## config.mk

```make
export PLATFORM = sky130hd
export DESIGN_NAME = vector_address_scheduler
export DESIGN_NICKNAME = d
export VERILOG_FILES = /design/src/rtl/vector_address_scheduler.sv
export SDC_FILE = /design/constraint.sdc
export NUM_CORES = 1
export LEC_CHECK = 0
export CAP_MARGIN = 0
export CORE_MARGIN = 2
export CORE_UTILIZATION = 35
export DETAILED_ROUTE_END_ITERATION = 10
export PLACE_DENSITY = 0.66
export SETUP_SLACK_MARGIN = 0.4
export SYNTH_ARGS = -nofsm -noshare
export SYNTH_HDL_FRONTEND = slang
export SYNTH_SLANG_ARGS = --single-unit
```

## constraint.sdc

```tcl
create_clock -name CLK -period 8.93 [get_ports CLK]
set_input_delay 0.893 -clock CLK [delete_from_list [all_inputs] [get_ports CLK]]
set_output_delay 0.893 -clock CLK [all_outputs]
set_load 0.1 [all_outputs]
```

## src/rtl/vector_address_scheduler.sv

```systemverilog
// Serialises LANES per-element vector loads/stores onto a single-ported dcache request port.
// Optional lane masking is compiled in with `define VEC_LANE_MASK_EN.
module vector_address_scheduler #(
  parameter int LANES = 2,
  parameter int LW    = (LANES > 1) ? $clog2(LANES) : 1
) (
  input  logic                  CLK,
  input  logic                  nRST,
  input  logic                  load,
  input  logic                  store,
  input  logic [LANES*32-1:0]   addr,
  input  logic [LANES*32-1:0]   storedata,
  input  logic [1:0]            sew,
  input  logic                  dhit,
  input  logic                  returnex,
`ifdef VEC_LANE_MASK_EN
  input  logic [LANES-1:0]      lane_mask,
`endif
  output logic [31:0]           final_addr,
  output logic [31:0]           final_storedata,
  output logic [3:0]            byte_ena,
  output logic                  ren,
  output logic                  wen,
  output logic [LANES-1:0]      arrived,
  output logic                  exception,
  output logic [LW-1:0]         exception_lane,
  output logic                  busy
);

  localparam logic [1:0] SEW8  = 2'd0;
  localparam logic [1:0] SEW16 = 2'd1;

  localparam logic [1:0] IDLE   = 2'd0;
  localparam logic [1:0] ACCESS = 2'd1;
  localparam logic [1:0] EXCEPT = 2'd2;

  logic [1:0]       state_q, state_d;
  logic [LW-1:0]    lane_q, lane_d;
  logic [LANES-1:0] arrived_q, arrived_d;
  logic [LANES-1:0] mask_q, mask_d;

  logic [31:0]      addr_q [LANES];
  logic [31:0]      data_q [LANES];
  logic [1:0]       sew_q;
  logic             op_load_q;

  logic [LANES-1:0] mask_in;
  logic             accept;
  logic [31:0]      cur_addr;
  logic [31:0]      cur_data;
  logic             mis;
  logic [LW:0]      nxt;

  function automatic logic is_misaligned(input logic [1:0] s, input logic [1:0] a);
    case (s)
      SEW8:    return 1'b0;
      SEW16:   return a[0];
      default: return a != 2'b00;
    endcase
  endfunction

  function automatic logic [3:0] lane_byte_ena(input logic [1:0] s, input logic [1:0] a);
    case (s)
      SEW8:    return 4'b0001 << a;
      SEW16:   return 4'b0011 << a;
      default: return 4'b1111;
    endcase
  endfunction

  function automatic logic [31:0] replicate(input logic [1:0] s, input logic [31:0] d);
    case (s)
      SEW8:    return {4{d[7:0]}};
      SEW16:   return {2{d[15:0]}};
      default: return d;
    endcase
  endfunction

  // Returns {found, index} of the lowest enabled lane at or above `from`.
  function automatic logic [LW:0] next_enabled(input logic [LANES-1:0] m, input int from);
    logic [LW:0] r;
    r = '0;
    for (int j = LANES - 1; j >= 0; j--) begin
      if (j >= from && m[j]) r = {1'b1, LW'(j)};
    end
    return r;
  endfunction

`ifdef VEC_LANE_MASK_EN
  assign mask_in = lane_mask;
`else
  assign mask_in = '1;
`endif

  assign accept   = (state_q == IDLE) && (load || store);
  assign cur_addr = addr_q[lane_q];
  assign cur_data = data_q[lane_q];
  assign mis      = is_misaligned(sew_q, cur_addr[1:0]);

  always_comb begin
    state_d   = state_q;
    lane_d    = lane_q;
    arrived_d = arrived_q;
    mask_d    = mask_q;
    nxt       = '0;
    case (state_q)
      IDLE: begin
        if (accept) begin
          // Masked-off lanes complete at acceptance; the pointer starts on the first live lane.
          mask_d    = mask_in;
          arrived_d = ~mask_in;
          nxt       = next_enabled(mask_in, 0);
          lane_d    = nxt[LW-1:0];
          state_d   = nxt[LW] ? ACCESS : IDLE;
        end
      end
      ACCESS: begin
        if (mis) begin
          state_d = EXCEPT;
        end else if (dhit) begin
          arrived_d[lane_q] = 1'b1;
          nxt     = next_enabled(mask_q, int'(lane_q) + 1);
          lane_d  = nxt[LW-1:0];
          state_d = nxt[LW] ? ACCESS : IDLE;
        end
      end
      EXCEPT: begin
        if (returnex) begin
          state_d = IDLE;
          lane_d  = '0;
        end
      end
      default: begin
        state_d = IDLE;
        lane_d  = '0;
      end
    endcase
  end

  always_ff @(posedge CLK or negedge nRST) begin
    if (!nRST) begin
      state_q   <= IDLE;
      lane_q    <= '0;
      arrived_q <= '0;
      mask_q    <= '0;
    end else begin
      state_q   <= state_d;
      lane_q    <= lane_d;
      arrived_q <= arrived_d;
      mask_q    <= mask_d;
    end
  end

  // Request payload is only consumed while ACCESS, so it needs no reset.
  always_ff @(posedge CLK) begin
    if (accept) begin
      for (int k = 0; k < LANES; k++) begin
        addr_q[k] <= addr[k*32 +: 32];
        data_q[k] <= storedata[k*32 +: 32];
      end
      sew_q     <= sew;
      op_load_q <= load;
    end
  end

  always_comb begin
    final_addr      = '0;
    final_storedata = '0;
    byte_ena        = '0;
    ren             = 1'b0;
    wen             = 1'b0;
    if (state_q == ACCESS) begin
      final_addr      = {cur_addr[31:2], 2'b00};
      final_storedata = replicate(sew_q, cur_data);
      byte_ena        = lane_byte_ena(sew_q, cur_addr[1:0]);
      ren             = !mis && op_load_q;
      wen             = !mis && !op_load_q;
    end
  end

  assign arrived        = arrived_q;
  assign exception      = (state_q == EXCEPT);
  assign exception_lane = (state_q == EXCEPT) ? lane_q : '0;
  assign busy           = (state_q != IDLE);

endmodule
```

==> Word-level counts from Yosys, hierarchy flattened <==
Memory sizes are Yosys's and may differ from the RTL's.
Index checks and enable logic that the tools add are counted.
{ "word_totals": {"ramBits": 128, "latchBits": 0, "elab_cells": 78, "n_memories": 2, "romBits": 0, "regBits": 9, "output_inout_bits": 75} }
{ "memory_table": {"columns": ["memory", "words", "width", "rd", "rd_clocked_by_memory_dff", "write_ports", "line", "text"], "rows": [
  ["addr_q", 2, 32, 1, 0, 2, "42", "logic [31:0] addr_q [LANES];"],
  ["data_q", 2, 32, 1, 0, 2, "43", "logic [31:0] data_q [LANES];"]
]} }
{ "op_classes": {"n_div": 0, "n_lt_le_gt_ge": 4, "n_bitwise": 1, "addsub": 1, "n_reduce_logical": 18, "shift": 2, "eq_ne": 8, "mux": 36, "n_mul": 0} }
{ "op_table": {"columns": ["cell", "n"], "rows": [
  ["32-bit two-way mux", 2],
  ["32-bit one-hot mux with 2 select lines", 1],
  ["2-bit two-way mux", 14],
  ["1-bit two-way mux", 12],
  ["2-bit inequality test (second input constant)", 4],
  ["4-bit one-hot mux with 2 select lines", 1],
  ["4-bit AND reduction", 2],
  ["1-bit logical AND", 6],
  ["2-bit one-hot mux with 3 select lines", 1],
  ["2-bit nonzero test", 3],
  ["2-bit by 1-bit equality test with 1-bit output (second input constant)", 2],
  ["1-bit by 2-bit >= comparator with 1-bit output (first input constant)", 2],
  ["2-bit logical NOT", 2],
  ["4-bit two-way mux", 1],
  ["2-bit one-hot mux with 2 select lines", 1],
  ["1-bit by 2-bit << shifter with 4-bit output (first input constant)", 1],
  ["2-bit by 2-bit << shifter with 4-bit output (first input constant)", 1],
  ["3-bit inequality test (second input constant)", 1],
  ["1-bit one-hot mux with 3 select lines", 1],
  ["3-bit AND reduction", 1],
  ["1-bit by 1-bit adder with 2-bit output (second input constant)", 1],
  ["2-bit equality test (second input constant)", 1],
  ["1-bit logical NOT", 2],
  ["1-bit by 2-bit < comparator with 1-bit output (second input constant)", 1],
  ["other kinds (6)", 6]
]} }

==> Longest topological paths before layout <==
{ "depth": {"depth_word": 12, "ltp_mapped": 6, "depth_no_buf": 4} }

==> Worst setup path before layout <==
OpenSTA, ideal clock, no wires.
{ "synth_path": {"path_type": "reg-to-reg", "startpoint": "register state_q[0]", "endpoint": "memory addr_q[0][0], enable pin", "arrival_ns": 3.785, "period_less_slack_ns": 4.269, "setup_slack_ns": 4.661, "setup_ns": 0.484, "path_stages_with_launch": 4, "required_time_ns": 8.446, "path_cell_list": "dfrtp_1 -> or2_2 -> o21bai_1 -> inv_1"} }
{ "synth_rtl": {"columns": ["item", "line", "text"], "rows": [
  ["from (decl)", "37", "logic [1:0] state_q, state_d;"],
  ["from (signal assigned)", "146", "state_q <= state_d;"],
  ["to (decl)", "42", null]
]} }

==> Worst setup path after layout <==
{ "layout_path": {"startpoint": "register lane_q", "endpoint": "output port wen"} }
{ "layout_via": {"elab_chain_len": 6} }
{ "layout_lines": {"columns": ["item", "line", "text"], "rows": [
  ["from (decl)", "38", "logic [LW-1:0] lane_q, lane_d;"],
  ["from (signal assigned)", "147", "lane_q <= lane_d;"],
  ["memory read 2 x 32 bit (*)", null, null],
  ["2-bit nonzero test", "58", "default: return a != 2'b00;"],
  ["1-bit one-hot mux with 2 select lines (*)", "55", "case (s)"],
  ["1-bit logical NOT (*)", "176", "wen = !mis && !op_load_q;"],
  ["1-bit logical AND (*)", "176", null],
  ["1-bit two-way mux (*)", "171", "if (state_q == ACCESS) begin"],
  ["to (decl)", "23", "output logic wen,"]
]} }
Every way passes the cells marked *; elsewhere a longest branch is shown, timed or not.

==> impl_metrics.csv <==
group,metric,value,unit
worst_setup_path,crit_end,"wen",
logic_synthesis,syn_inst,371,
grt,antenna_found_initial,0,
worst_setup_path,critPathLaunch,"lane_q$_DFFE_PN0P_",
sta,hold_viol,0,
logic_synthesis,synth_top_area_share,69.0,%
layout,final_net_count,718,
sta,grt_setup_unrepaired,"no",
layout,syn2layout_area_growth,49.6,%
worst_setup_path,reg2reg_depth,4,
place,hpwl,10000,um
logic_synthesis,synthTopCellsByArea,"edfxtp_1, mux2i_1, nor2_1",
logic_synthesis,synth_edf_count,131,
sta,finalCritPeriodShare,53.8,%
logic_synthesis,yosys-top-cells-count,"edfxtp_1, mux2i_1, nor2_1",
worst_setup_path,required,8.04,ns
routing,routed_via_density,4.69,
routing,route.antenna.remaining_nets,0,
logic_synthesis,yosysTopAreaCell,"edfxtp_1",
cts,clock_latency,0.42,ns
layout,fin_area,8520,um^2
cts,ctsHoldBuffers,0,
grt,grt_overflow_total,0,
worst_setup_path,end_kind,"output pin",
grt,grt_usage,16.8,%
routing,post_drt_wl_per_cell,17.5,um
worst_setup_path,r2r-start,"state_q[0]$_DFFE_PN0P_",
sta,setup-violations-final,0,
layout,diodes,0,
sta,finalMaxSlewViolations,0,
worst_setup_path,reg2reg_slack,6.07,ns
layout,fillers,1311,
routing,num_vias,3801,
logic_synthesis,yosysWarnings,0,
place,io_buffers,208,
run,cap_violations,0,
cts,cts.sinks,137,
cts,cts_setup_buffers,0,
sta,skew,0.00857,ns
sta,finalCriticalPeriod,4.81,ns
logic_synthesis,synthArstFlopShare,4.38,%
sta,tightestPinTransition,1.07,ns
run_status,outcome,"finished, final reports clean",
worst_setup_path,crit_type,"reg -> out",
die,start_util,35.9,%
routing,wl_met2,6790,um
routing,routed_wl,14200,um
logic_synthesis,synth.distinct_cells,44,
sta,relSlewSlack,28.4,%
die,rows,46,
worst_setup_path,cp_max_fo,65,
hold_path,hold_depth,2,
routing,dr.pass1.iters,6,
hold_path,hold_path.class,"reg -> reg",
sta,setup_tns,0,ns
cts,clkTransAtPathRegs,0.06,ns
hold_path,hp-start,"arrived[0]$_DFFE_PN0P_",
worst_setup_path,arrival,3.91,ns
logic_synthesis,ys_seq_elements,137,
place,placed_area,7940,um^2
logic_synthesis,synth_area_per_cell,15.4,um^2
grt,grt_pass1_vias,3971,
logic_synthesis,ys_seq_area_share,71.7,%
cts,cts_root_buf,"clkbuf_16",
routing,remaining_drc_errors,0,
die,die_area,17300,um^2
place,globalplace.congestion,0.832,
grt,grt_max_degree,73,
cts,cts_tree,"built",
logic_synthesis,synthFlopType,"edfxtp_1",
die,die_y,132,um
routing,drtIter0Drc,252,
grt,grt_pass1_wl,21900,um
die,core,15900,um^2
cts,max-clock-path-buffers,2,
routing,wl_met1,5810,um
worst_setup_path,critPathLaunchType,"register",
cts,h-tree-depth,4,
logic_synthesis,yosysMostFrequentCell,"edfxtp_1",
layout,drive_gt1_share,10.6,%
worst_setup_path,r2r-end,"addr_q[1][10]$_DFFE_PP_",
logic_synthesis,syn_area,5700,um^2
routing,dr.max_layer_used,"met4",
die,pin_count,211,
routing,wl_met3,1380,um
cts,numCtsBuffers,17,
sta,fmaxAchievable,208,MHz
cts,ctsResizeCount,0,
die,die_w,132,um
-- cells by family after synthesis --
family | count (synthesis) | share of synthesized area (%)
buffers and inverters | 30 | 3.21
flip-flops | 137 | 71.7
multiplexers | 63 | 12.1
AO/OA/AOI/OAI | 58 | 6.41
AND/OR/NAND/NOR | 82 | 6.57
other | 1 | 0.0658
-- metal layers --
metal / vias to the layer above / track usage (%)
met2: 182 / 26.9
met3: 16 / 6.83
met5: - / 0
li1: 1811 / -
met1: 1792 / 20.7
met4: 0 / 5.50
-- through the flow --
step	std cells	setup slack (ns)	utilization [%]	hold WS [ns]
after floorplan	372	4.66	-	0.498
after global placement	779	4.56	50.0	0.489
after CTS	811	4.04	53.6	0.504
after detailed placement	779	4.52	50.0	0.486
final	811	4.12	53.6	0.492
after global routing	811	3.89	53.6	0.565
-- critical path, stage by stage, from the launching register on --
cell and delay (ns):
dfrtp_4 0.52, buf_4 0.85, mux2_2 0.48, a21oi_2 0.22, o21ai_0 0.15, nor2_1 0.14, clkdlybuf4s50_1 1.14
-- worst min-delay path by stage --
stage,end
3_3_place_gp,arrived[1]$_DFFE_PN0P_
2_1_floorplan,mask_q[0]$_DFFE_PN0P_
3_5_place_dp,arrived[0]$_DFFE_PN0P_
6_report,arrived[0]$_DFFE_PN0P_
5_1_grt,arrived[1]$_DFFE_PN0P_
4_1_cts,arrived[0]$_DFFE_PN0P_
-- registers in the layout, summed over array words and instances (netlist names) --
signal     count
data_q        64
sew_q          2
mask_q         1
state_q        2
op_load_q      1
addr_q        64
arrived        2
lane_q         1
-- cell usage in the layout (no fill, tap or decap), types with 4 or more instances in the layout --
master / synthesis / layout
a211oi_1: 5 / 5
mux2_4: 7 / 7
clkbuf_16: 0 / 17
dfrtp_1: 6 / 5
nor2_1: 45 / 45
nand2_1: 15 / 15
a21oi_1: 18 / 18
mux2i_1: 47 / 47
clkinvlp_4: 0 / 4
o22ai_1: 7 / 7
o21ai_0: 10 / 10
edfxtp_1: 131 / 131
buf_4: 7 / 4
mux2_2: 8 / 8
clkdlybuf4s50_1: 0 / 208
o21a_1: 7 / 7
inv_1: 9 / 8
-- area by class of cell --
| cell class | instances | area, um^2 | share of cell area (%) |
|---|---|---|---|
| clock inverter | 14 | 149 | 1.75 |
| timing repair buffer | 212 | 2110 | 24.8 |
| clock buffer | 18 | 429 | 5.04 |
| inverter | 9 | 36.3 | 0.426 |
| tap | 216 | 270 | 3.17 |
| sequential | 137 | 4090 | 48.0 |
| multi-input combinational | 205 | 1440 | 16.9 |
Power is not shown: default switching activity piles up to over one toggle a cycle in this logic, so the estimate is an artifact.
